$ cat src/rtl/gated_ring_osc_pkg.sv
// Shared defaults and helpers for the gated ring oscillator and its one-shot.
// Ring stage counts beyond MAX_STAGES are rejected at elaboration by the top.
package gated_ring_osc_pkg;

    localparam int DEF_STAGES    = 5;
    localparam int DEF_PULSE_LEN = 4;
    localparam int MAX_STAGES    = 64;

    // Alternating 0/1 pattern (bit i = i%2) used as the idle state of the ring.
    function automatic logic [MAX_STAGES-1:0] alt_pattern(input int width);
        logic [MAX_STAGES-1:0] pat;
        pat = '0;
        for (int i = 0; i < MAX_STAGES; i++) begin
            if (i < width) begin
                pat[i] = ((i % 2) == 1);
            end
        end
        return pat;
    endfunction

endpackage

$ cat src/rtl/ring_oneshot.sv
// Reference synchronizer, rising-edge detect and PULSE_LEN-cycle one-shot.
// Define ONESHOT_RETRIGGER_EN to let edges seen during a pulse extend it.
module ring_oneshot
    import gated_ring_osc_pkg::*;
#(
    parameter int PULSE_LEN = DEF_PULSE_LEN
) (
    input  logic clk_i,
    input  logic rst_ni,
    input  logic ref_i,
    output logic q_o,
    output logic q_bar_o
);

    localparam int CW = $clog2(PULSE_LEN + 1);
    localparam logic [CW-1:0] LOAD = CW'(PULSE_LEN - 1);

    if (PULSE_LEN < 1) begin : g_bad_pulse_len
        $error("ring_oneshot: PULSE_LEN must be >= 1");
    end

    logic          sync1_q, sync2_q, prev_q;
    logic          q_q, q_d, q_bar_q;
    logic [CW-1:0] cnt_q, cnt_d;
    logic          edge_det;

    assign edge_det = sync2_q & ~prev_q;

    always_comb begin
        q_d   = q_q;
        cnt_d = cnt_q;
        if (q_q) begin
`ifdef ONESHOT_RETRIGGER_EN
            if (edge_det) begin
                cnt_d = LOAD;
            end else if (cnt_q == '0) begin
                q_d = 1'b0;
            end else begin
                cnt_d = cnt_q - CW'(1);
            end
`else
            if (cnt_q == '0) begin
                q_d = 1'b0;
            end else begin
                cnt_d = cnt_q - CW'(1);
            end
`endif
        end else if (edge_det) begin
            q_d   = 1'b1;
            cnt_d = LOAD;
        end
    end

    always_ff @(posedge clk_i) begin
        if (!rst_ni) begin
            sync1_q <= 1'b0;
            sync2_q <= 1'b0;
            prev_q  <= 1'b0;
            q_q     <= 1'b0;
            q_bar_q <= 1'b1;
            cnt_q   <= '0;
        end else begin
            sync1_q <= ref_i;
            sync2_q <= sync1_q;
            prev_q  <= sync2_q;
            q_q     <= q_d;
            q_bar_q <= ~q_d;
            cnt_q   <= cnt_d;
        end
    end

    assign q_o     = q_q;
    assign q_bar_o = q_bar_q;

endmodule

$ cat src/rtl/gated_ring_osc.sv
// Registered-inverter ring oscillator gated off by supply flags and the one-shot.
// Optional macro ONESHOT_RETRIGGER_EN only affects the one-shot sub-module.
module gated_ring_osc
    import gated_ring_osc_pkg::*;
#(
    parameter int STAGES    = DEF_STAGES,
    parameter int PULSE_LEN = DEF_PULSE_LEN
) (
    input  logic Clk,
    input  logic Rst_n,
    input  logic Ref_in,
    input  logic volt_0,
    input  logic volt_1,
    output logic Q,
    output logic Q_bar,
    output logic F_ring
);

    if (STAGES < 3 || (STAGES % 2) == 0 || STAGES > MAX_STAGES) begin : g_bad_stages
        $error("gated_ring_osc: STAGES must be odd, >= 3 and <= MAX_STAGES");
    end
    if (PULSE_LEN < 1) begin : g_bad_pulse_len
        $error("gated_ring_osc: PULSE_LEN must be >= 1");
    end

    localparam logic [MAX_STAGES-1:0] PAT_FULL  = alt_pattern(STAGES);
    localparam logic [STAGES-1:0]     RESET_PAT = PAT_FULL[STAGES-1:0];

    logic              q_w, q_bar_w;
    logic              run;
    logic [STAGES-1:0] stage_q, stage_d;

    ring_oneshot #(
        .PULSE_LEN (PULSE_LEN)
    ) u_oneshot (
        .clk_i   (Clk),
        .rst_ni  (Rst_n),
        .ref_i   (Ref_in),
        .q_o     (q_w),
        .q_bar_o (q_bar_w)
    );

    assign run = volt_0 & volt_1 & ~q_w;

    // Idle ring holds the alternating pattern so every restart has the same phase.
    always_comb begin
        stage_d = RESET_PAT;
        if (run) begin
            stage_d[0]          = ~stage_q[STAGES-1];
            stage_d[STAGES-1:1] = ~stage_q[STAGES-2:0];
        end
    end

    always_ff @(posedge Clk) begin
        if (!Rst_n) begin
            stage_q <= RESET_PAT;
        end else begin
            stage_q <= stage_d;
        end
    end

    assign Q      = q_w;
    assign Q_bar  = q_bar_w;
    assign F_ring = stage_q[STAGES-1];

endmodule

$ cat config.mk
export PLATFORM = sky130hd
export DESIGN_NAME = gated_ring_osc
export DESIGN_NICKNAME = d
export VERILOG_FILES = /design/src/rtl/gated_ring_osc_pkg.sv /design/src/rtl/ring_oneshot.sv /design/src/rtl/gated_ring_osc.sv
export SDC_FILE = /design/constraint.sdc
export NUM_CORES = 1
export LEC_CHECK = 0
export ABC_AREA = 1
export CAP_MARGIN = 15
export CORE_MARGIN = 3
export CORE_UTILIZATION = 34
export DETAILED_ROUTE_END_ITERATION = 16
export PLACE_DENSITY = 0.55
export SLEW_MARGIN = 5
export SYNTH_ARGS = -nofsm -noshare
export SYNTH_HDL_FRONTEND = slang
export SYNTH_SLANG_ARGS = --single-unit
export TNS_END_PERCENT = 10
$ cat constraint.sdc
create_clock -name Clk -period 2.1 [get_ports Clk]
set_input_delay 0.21 -clock Clk [delete_from_list [all_inputs] [get_ports Clk]]
set_output_delay 0.21 -clock Clk [all_outputs]
set_load 0.1 [all_outputs]
==> results.md <==
- Pre-CTS setup slack: approximately 0.74 ns
- Syn_area_per_cell: between 8 and 9 µm²
- Die ar.: 1910 µm²
- Critical-path cell list: buf_4
- Core area: between 1000 and 1500 µm²
- Max clock buf depth: 2
- Distinct cells, synth: 11
- Postcts setup bufs: 0
- R2R depth: 6
- Worst path depth: 1
- Gr ovfl total: 0
- Max_cap viols: 0
- Initial DRT Pass Iterations: 2
- Clock-pin slew on the worst setup and hold paths: approximately 0.080 ns
- Die width: around 44 µm
- Io pins: 8
- Root Buffer: clkbuf_4
- RSZ-0062 raised after global routing: false
- Worst-Skew Late Latency: about 0.27 ns
- Area grow syn2layout: 21.2%
- Total Routing Usage GR: under 10%
- Routed vias/inst: roughly 4.4
- Initial antenna violation count: 0
- Net Count, Synth: 67
- Hold Buf Count CTS: 0
- Wire per inst: between 8 and 9 µm
- Final Cycle Share: slightly above 60%
- Mapped Area: just under 500 µm²
- Layout Utilization: slightly below 50%
- Nets: 78
- Starting density of the core: about two fifths
- Largest net degree at the start of global routing: 12
- Hold path depth: 1
- Crit-path slowest cell: dfxtp_1
- Req. time, crit path: 1.89 ns
- Power Dens Cells: slightly below 800 nW/µm²
- Slowest stage delay, CP: 0.47 ns
- Dominant cell type by area after synthesis: dfxtp_1
- First-pass GRT wire length: 1210 µm
- Post-Synthesis Cells: 60
- CTS tree: done
- Synthesis warning total: 0
- Antenna cells: 0
- Post-synthesis register bit count: 13
- FF+latch area: 260 µm²
- Rows: 12
- Min Tclk post-route: 1.30 ns
- Worst slew pin tran: around 0.34 ns
- Clock skew: just over 0.004 ns
- Relative slew slack: around 77%
- Final WL: 723 µm
- CTS Buf Count: 3
- Crit Path Max Fanout: 7
- Critical path endpoint category: output pin
- Fin Setup TNS: 0 ns
- Seq/Total Area, Yosys: a little over half
- Synth top area cells: dfxtp_1, nand2_1, inv_1, nand3_1, ha_1
- I/O Buffers: 7
- Leak: about 0.29 nW
- Final GP Congestion: a little under 0.7
- Commonest non-fill, non-tap cell in the layout: nand2_1
- Fin. Hold Viols: 0
- Commonest non-fill, non-tap cells in the layout: nand2_1, dfxtp_1, inv_1, nand3_1, nor2_1
- Post-CTS sizing: 0
- Slew Viols, Final: 0
- Achievable frequency: ~0.77 GHz
- Crit path buf inv count: 1
- Share of layout cells above drive strength 1: around 16%
- WP data arrival: 1.09 ns
- Critical Path Source Type: register
- Final setup viols: 0
- Starting DRT DRC Count: 4
- CP top delay family: flip-flops
- Final WS setup: about 0.80 ns
- Antenna Nets Post-Route: 0
- Vias in the first global route: approximately 320
- Top-area cell type share of the netlist area: 53.7%
- CTS HTree Levels: 1
- Maximum vdd drop: 0.603 mV
- Number of fill cells: between 100 and 150
- Status: complete, no violations
- Vias: roughly 370
- Setup CP Type: reg -> out
- Hold Crit Class: reg -> reg
- Clock sink total: 13
- DIE HEIGHT: about 44 µm
- Final HPWL DP: a little under 600 µm
- # DRC: 0
- Area of the multi-input gates: between 150 and 200 µm²
## cell type report
type / count / area share (%)
Clock inverter: 1 / 0.853
Clock buffer: 3 / 3.84
Tap cell: 14 / 2.99
Multi-Input combinational cell: 36 / 30.9
Sequential cell: 13 / 44.3
Inverter: 10 / 6.40
Timing Repair Buffer: 7 / 10.7
## cells in the mapped netlist
| cell | instances |
|---|---|
| ha_1 | 2 |
| nand2_1 | 16 |
| inv_1 | 9 |
| buf_2 | 1 |
| nand3_1 | 6 |
| nand3_2 | 1 |
| inv_2 | 1 |
| nor2_1 | 5 |
| dfxtp_1 | 13 |
| nand2_2 | 2 |
| nand4_1 | 4 |
## through the flow
stage	hold slack (ns)	power (mW)	cells	cell area, µm²
6_report	0.386	0.453	84	587
5_1_grt	0.398	0.487	84	587
4_1_cts	0.389	0.464	84	587
3_5_place_dp	0.375	0.315	80	559
3_3_place_gp	0.383	0.315	80	559
2_1_floorplan	0.304	0.300	60	484
## final timing paths
check | startpoint | endpoint | slack, ns
worst min-delay path | stage_q[1] | stage_q[2] | 0.39
worst min register to register | stage_q[1] | stage_q[2] | 0.39
worst max-delay path | u_oneshot.q_o | Q | 0.80
worst max register to register | u_oneshot.cnt_q[0] | u_oneshot.cnt_q[0] | 1.06
## where the power goes
| group | switching [mW] | internal, mW |
|---|---|---|
| clock | 0.0735 | 0.0704 |
| sequential | 0.00474 | 0.254 |
| combinational | 0.0307 | 0.0188 |
## cell families after synthesis
group	after synthesis	synth area share, %
buf+inv	11	8.78
flops	13	53.7
simple gates	34	32.3
fa+ha+maj	2	5.17
## layer usage
| layer | wire length [µm] | up-vias | track usage, % |
|---|---|---|---|
| li1 | - | 209 | - |
| met5 | 0 | - | 0 |
| met4 | 0 | 0 | 1.81 |
| met3 | 54 | 0 | 7.47 |
| met2 | 323 | 7 | 12.8 |
| met1 | 346 | 155 | 10.3 |
## state kept, by name, indices dropped and copies added (netlist names)
register	flops
u_oneshot.q_bar_o	1
u_oneshot.q_o	1
u_oneshot.prev_q	1
stage_q	5
u_oneshot.sync1_q	1
u_oneshot.cnt_q	3
u_oneshot.sync2_q	1
(Power assumes the default switching activity.)
